### src/rtl/register_bank_pkg.sv
// Shared types and constants for the register bank: FSM state, default widths, ABI register indices.
package register_bank_pkg;

  localparam int unsigned DATA_WIDTH_DEF = 32;
  localparam int unsigned ADDR_WIDTH_DEF = 5;

  typedef enum logic {
    INIT  = 1'b0,
    READY = 1'b1
  } state_t;

  localparam int unsigned ZR = 0;
  localparam int unsigned AT = 1;
  localparam int unsigned V0 = 2;
  localparam int unsigned V1 = 3;
  localparam int unsigned A0 = 4;
  localparam int unsigned A1 = 5;
  localparam int unsigned A2 = 6;
  localparam int unsigned A3 = 7;
  localparam int unsigned T0 = 8;
  localparam int unsigned T1 = 9;
  localparam int unsigned T2 = 10;
  localparam int unsigned T3 = 11;
  localparam int unsigned T4 = 12;
  localparam int unsigned T5 = 13;
  localparam int unsigned T6 = 14;
  localparam int unsigned T7 = 15;
  localparam int unsigned S0 = 16;
  localparam int unsigned S1 = 17;
  localparam int unsigned S2 = 18;
  localparam int unsigned S3 = 19;
  localparam int unsigned S4 = 20;
  localparam int unsigned S5 = 21;
  localparam int unsigned S6 = 22;
  localparam int unsigned S7 = 23;
  localparam int unsigned T8 = 24;
  localparam int unsigned T9 = 25;
  localparam int unsigned K0 = 26;
  localparam int unsigned K1 = 27;
  localparam int unsigned GP = 28;
  localparam int unsigned SP = 29;
  localparam int unsigned FP = 30;
  localparam int unsigned RA = 31;

endpackage

### src/rtl/register_scoreboard.sv
// Per-register busy bits for hazard detection: set on reserve, cleared on writeback.
// REGISTER_BANK_BYPASS_EN: a same-cycle writeback clears the looked-up busy flag early.
module register_scoreboard
  import register_bank_pkg::*;
#(
  parameter int unsigned ADDR_WIDTH = ADDR_WIDTH_DEF
) (
  input  logic                  clk,
  input  logic                  rst_n,
  input  logic                  set_en,
  input  logic [ADDR_WIDTH-1:0] set_addr,
  input  logic                  clr_en,
  input  logic [ADDR_WIDTH-1:0] clr_addr,
  input  logic [ADDR_WIDTH-1:0] rd_addr1,
  input  logic [ADDR_WIDTH-1:0] rd_addr2,
  output logic                  busy1_c,
  output logic                  busy2_c
);

  localparam int unsigned DEPTH = 32'd1 << ADDR_WIDTH;

  logic [DEPTH-1:0] busy_q, busy_d;
  logic             set_v, clr_v;

  // Reserve is applied after release so a new producer wins over a same-cycle writeback
  always_comb begin
    set_v  = set_en && (set_addr != '0);
    clr_v  = clr_en && (clr_addr != '0);
    busy_d = busy_q;
    if (clr_v) busy_d[clr_addr] = 1'b0;
    if (set_v) busy_d[set_addr] = 1'b1;
    busy_d[0] = 1'b0;
  end

  always_ff @(posedge clk) begin
    if (!rst_n) busy_q <= '0;
    else        busy_q <= busy_d;
  end

  always_comb begin
    busy1_c = busy_q[rd_addr1];
    busy2_c = busy_q[rd_addr2];
`ifdef REGISTER_BANK_BYPASS_EN
    if (clr_v && (clr_addr == rd_addr1)) busy1_c = set_v && (set_addr == rd_addr1);
    if (clr_v && (clr_addr == rd_addr2)) busy2_c = set_v && (set_addr == rd_addr2);
`endif
  end

endmodule

### src/rtl/register_bank.sv
// Register file with one write port, two combinational read ports, busy scoreboard and a
// post-reset init sweep seeding reg[i] = i. REGISTER_BANK_BYPASS_EN forwards writeData to reads.
module register_bank
  import register_bank_pkg::*;
#(
  parameter int unsigned DATA_WIDTH = DATA_WIDTH_DEF,
  parameter int unsigned ADDR_WIDTH = ADDR_WIDTH_DEF
) (
  input  logic                  clk,
  input  logic                  rst_n,
  input  logic                  regWrite,
  input  logic [ADDR_WIDTH-1:0] writeRegister,
  input  logic [DATA_WIDTH-1:0] writeData,
  input  logic [ADDR_WIDTH-1:0] register1,
  input  logic [ADDR_WIDTH-1:0] register2,
  output logic [DATA_WIDTH-1:0] readData1,
  output logic [DATA_WIDTH-1:0] readData2,
  input  logic                  reserve,
  input  logic [ADDR_WIDTH-1:0] reserveRegister,
  output logic                  busy1,
  output logic                  busy2,
  output logic                  ready
);

  localparam int unsigned DEPTH = 32'd1 << ADDR_WIDTH;

  state_t                  state_q, state_d;
  logic [ADDR_WIDTH-1:0]   cnt_q, cnt_d;
  logic [DATA_WIDTH-1:0]   mem_q [DEPTH];
  logic [DATA_WIDTH-1:0]   mem_d [DEPTH];
  logic                    in_ready;
  logic                    wr_v;

  assign in_ready = (state_q == READY);
  assign wr_v     = in_ready && regWrite && (writeRegister != '0);
  assign ready    = in_ready;

  // Init sweep and array update
  always_comb begin
    state_d = state_q;
    cnt_d   = cnt_q;
    mem_d   = mem_q;
    unique case (state_q)
      INIT: begin
        mem_d[cnt_q] = DATA_WIDTH'(cnt_q);
        cnt_d        = cnt_q + ADDR_WIDTH'(1);
        if (cnt_q == ADDR_WIDTH'(DEPTH - 1)) state_d = READY;
      end
      READY: begin
        if (wr_v) mem_d[writeRegister] = writeData;
      end
      default: state_d = INIT;
    endcase
  end

  always_ff @(posedge clk) begin
    if (!rst_n) begin
      state_q <= INIT;
      cnt_q   <= '0;
    end else begin
      state_q <= state_d;
      cnt_q   <= cnt_d;
    end
  end

  // Array contents are rewritten by the sweep after every reset, so no reset here
  always_ff @(posedge clk) begin
    mem_q <= mem_d;
  end

  always_comb begin
    readData1 = '0;
    readData2 = '0;
    if (in_ready && (register1 != '0)) begin
      readData1 = mem_q[register1];
`ifdef REGISTER_BANK_BYPASS_EN
      if (wr_v && (register1 == writeRegister)) readData1 = writeData;
`endif
    end
    if (in_ready && (register2 != '0)) begin
      readData2 = mem_q[register2];
`ifdef REGISTER_BANK_BYPASS_EN
      if (wr_v && (register2 == writeRegister)) readData2 = writeData;
`endif
    end
  end

  logic sb_busy1, sb_busy2;

  register_scoreboard #(
    .ADDR_WIDTH(ADDR_WIDTH)
  ) u_scoreboard (
    .clk      (clk),
    .rst_n    (rst_n),
    .set_en   (in_ready && reserve),
    .set_addr (reserveRegister),
    .clr_en   (in_ready && regWrite),
    .clr_addr (writeRegister),
    .rd_addr1 (register1),
    .rd_addr2 (register2),
    .busy1_c  (sb_busy1),
    .busy2_c  (sb_busy2)
  );

  assign busy1 = in_ready && sb_busy1;
  assign busy2 = in_ready && sb_busy2;

endmodule
### config.mk
export PLATFORM = sky130hd
export DESIGN_NAME = register_bank
export DESIGN_NICKNAME = d
export VERILOG_FILES = /design/src/rtl/register_bank_pkg.sv /design/src/rtl/register_scoreboard.sv /design/src/rtl/register_bank.sv
export SDC_FILE = /design/constraint.sdc
export NUM_CORES = 2
export LEC_CHECK = 0
export CAP_MARGIN = 20
export CORE_ASPECT_RATIO = 0.6
export CORE_MARGIN = 2
export CORE_UTILIZATION = 55
export DETAILED_ROUTE_END_ITERATION = 8
export DONT_BUFFER_PORTS = 1
export PLACE_DENSITY = 0.7
export SYNTH_ARGS = -nofsm -noshare
export SYNTH_HDL_FRONTEND = slang
export SYNTH_SLANG_ARGS = --single-unit
### constraint.sdc
create_clock -name clk -period 5.75 [get_ports clk]
set_clock_uncertainty 0.15 [all_clocks]
set_input_delay 1.725 -clock clk [delete_from_list [all_inputs] [get_ports clk]]
set_output_delay 1.725 -clock clk [all_outputs]
set_load 0.05 [all_outputs]
==> impl_metrics.csv <==
group,metric,value,unit
run_status,status,"finished with violations",
run_status,failed_checks,"setup timing",
floorplan,dieArea,104000,um2
sta,setup_viol,52,
synth,netlist_instances,4413,
power,ir_drop,0.229,mV
worst_setup_path,crit_buf_inv,2,
placed_design,gp_congestion,0.924,
synth,yosysWarnings,0,
synth,synth_top_area_cell,"edfxtp_1",
floorplan,dieWidth,414,um
placed_design,place_ws,0.206,ns
clock_tree,htreeDepth,3,
synth,synth_area_leaders,"edfxtp_1 (55%), mux4_2 (12%), mux2i_1 (9.3%), nor2_1 (6.3%), clkbuf_1 (1.9%)",
worst_setup_path,cp_slowest_cell,"or2_2",
drt,avgRoutedWirePerCell,38.0,um
worst_setup_path,startpoint_type,"primary input",
clock_tree,clk_path_buf_depth,3,
clock_tree,hold_buffers,0,
placed_design,dp.cells,5520,
worst_setup_path,worstSetupPathType,"primary input to output port",
cells_and_area,multi_input_area,22600,um2
synth,synth_area_per_cell,12.6,um2
grt,grt_util_all_layers,0.415,
synth,synthFlopType,"edfxtp_1",
grt,grt-ovfl-total,0,
sta,max_slew.worst_pin.slew,1.32,ns
sta,layout_min_cycle_time,6.23,ns
synth,synth-seq-area-share,0.567,
floorplan,start_util,0.554,
cells_and_area,drive_gt1_frac,0.178,
drt,vias,42400,
sta,grt_setup_unrepaired,"false",
sta,fmax,0.161,GHz
worst_setup_path,path_max_fanout,261,
worst_setup_path,worst_setup_path_end_kind,"output port",
grt,grt_pass1_wl,302,mm
drt,drt_pre_antenna_iters,6,
worst_setup_path,critPathRequiredTime,3.88,ns
clock_tree,post-cts-setup-buffers,0,
sta,fin_ws,-0.479,ns
sta,slew_viol_final,0,
drt,drt_wl_total,218,mm
power,p_per_area,263,nW/um2
cells_and_area,final_cell_mix,"edfxtp_1 (1024), nor2_1 (913), mux2i_1 (517)",
floorplan,ios,123,
clock_tree,cts_root_buf,"clkbuf_16",
drt,drc,0,
worst_setup_path,crit_chain,"or2_2 -> buf_4 -> o22ai_1 -> a21oi_1 -> o21ai_0 -> a21o_1 -> buf_12",
flow_run,drv_cap,0,
grt,grt_pass1_vias,40500,
floorplan,die_h,250,um
drt,ant_nets,0,
worst_setup_path,critPathTopFamily,"compound AO/OA/AOI/OAI gates",
power,p_leak,19.8,nW
drt,drt_iter0_markers,8125,
sta,slew_headroom,0.119,
synth,synth_edf_count,1024,
synth,async_flop_share,0,
drt,top_layer,"met5",
sta,finalCritPeriodShare,1.08,
grt,grt_start_max_net_pins,262,
grt,antenna_found_initial,14,
sta,hold_violations,0,
cells_and_area,postLayoutCellArea,62100,um2
clock_tree,clk_latency,0.71,ns
min_path,hold_class,"register to register",
synth,synth_top_area_frac,0.553,
placed_design,dp.final_hpwl,125,mm
cells_and_area,nNetsFinal,4361,
cells_and_area,ff_latch_area,31500,um2
cells_and_area,fin_cells,5726,
drt,drt-met1-wl,76.7,mm
cells_and_area,synthToLayoutAreaGrowth,11.7,%
floorplan,row_count,90,
synth,ys_types,54,
sta,hold-worst-slack,0.354,ns
floorplan,core_area,100000,um2
drt,dr_wl_met3,45.5,mm
cells_and_area,layout_commonest_cell,"edfxtp_1",
synth,ys_seq_elements,1061,
clock_tree,post_cts_resized,0,
synth,syn-num-nets,4474,
placed_design,place_area,58400,um2
cells_and_area,fill_cells,7600,
worst_setup_path,arrival,4.35,ns
clock_tree,numCtsBuffers,98,
clock_tree,path_clk_slew,0.06,ns
worst_setup_path,slowest_delay,0.68,ns
synth,synthesis.area,55600,um2
drt,dr_wl_met2,84.9,mm
drt,viasPerCell,7.40,
clock_tree,cts_tree,"built",
clock_tree,cts.sinks,1061,
placed_design,port_buffers,0,
==> per-stage QoR <==
step | power, mW | setup TNS [ns] | utilization
after floorplan | 9.32 | 0 | -
after global placement | 9.44 | 0 | 0.581
after global routing | 16.6 | 0 | 0.619
after detailed placement | 9.45 | 0 | 0.582
after CTS | 16.2 | 0 | 0.615
final | 16.3 | -6.41 | 0.619
==> routing by layer <==
layer,vias to the layer above,GRT usage
met3,744,0.223
met4,26,0.172
li1,16500,-
met1,20700,0.574
met5,-,0.0247
met2,4463,0.539
==> cells in the mapped netlist (2+ instances only) <==
library cell,n
o21ai_0,159
a32oi_1,4
edfxtp_1,1024
nor2_2,3
mux2_2,14
o22ai_1,84
dfxtp_1,37
buf_2,117
and3_1,9
nor2_1,930
o211ai_1,33
a21o_1,22
nor2b_1,16
buf_1,25
a211oi_1,8
nand4_1,3
nand2b_1,10
nand2_1,213
or4_1,8
buf_6,6
a221o_1,8
buf_4,17
a21boi_1,2
a31oi_1,54
a22o_1,21
nand4b_1,2
nand3_1,55
a21boi_0,32
and2_1,104
inv_1,8
a21oi_1,71
nor4_1,2
mux2i_1,517
mux4_2,284
nor3b_1,7
clkbuf_1,286
o31ai_1,2
a221oi_1,56
or2_2,2
ha_1,5
nor3_1,7
a22oi_1,134
==> power breakdown <==
| group | internal (mW) | switching [mW] |
|---|---|---|
| logic | 0.364 | 0.500 |
| registers | 8.44 | 0.0460 |
| clock network | 3.90 | 3.07 |
| total | 12.7 | 3.62 |
==> final cells by class <==
class / instances / share of cell area
inverters: 10 / 0.000605
clock inverters: 66 / 0.0114
well taps: 1334 / 0.0269
multi-input cells: 2891 / 0.364
diodes: 13 / 0.000524
flip-flops and latches: 1061 / 0.507
clock buffers: 113 / 0.0418
repair buffers: 238 / 0.0476
==> tightest hold or removal path: cells and delay by family, from the launching register on <==
| kind | cells | cell delay [ns] |
|---|---|---|
| AO/OA/AOI/OAI | 2 | 0.14 |
| flip-flops | 1 | 0.32 |
==> path summary, 6_finish.rpt <==
path	startpoint	endpoint	cells past startpoint	slack (ns)
worst max-delay path	register1[2]	readData1[4]	7	-0.48
worst min-delay path	u_scoreboard.busy_q[11]	u_scoreboard.busy_q[11]	2	0.35
worst max register to register	ready	mem_q[572]	4	1.24
worst min register to register	u_scoreboard.busy_q[11]	u_scoreboard.busy_q[11]	2	0.35
==> logic make-up (layout without fill, tap and decap cells) <==
group | Yosys count | count (layout) | synth area share
and+or+nand+nor | 1376 | 1376 | 0.103
buffers and inverters | 461 | 427 | 0.0357
other | 0 | 13 | 0
adders and majority gates | 5 | 5 | 0.00113
AOI/OAI and AO/OA | 694 | 694 | 0.0827
xor gates and xnor gates | 1 | 1 | 0.000158
muxes | 815 | 815 | 0.211
DFF | 1061 | 1061 | 0.567
==> flip-flops by register name, summed over array words and instances, names as in the netlist <==
| signal | cells |
|---|---|
| u_scoreboard.busy_q | 31 |
| mem_q | 1024 |
| cnt_q | 5 |
| ready | 1 |
No activity file was read; power rests on OpenSTA's default activity.
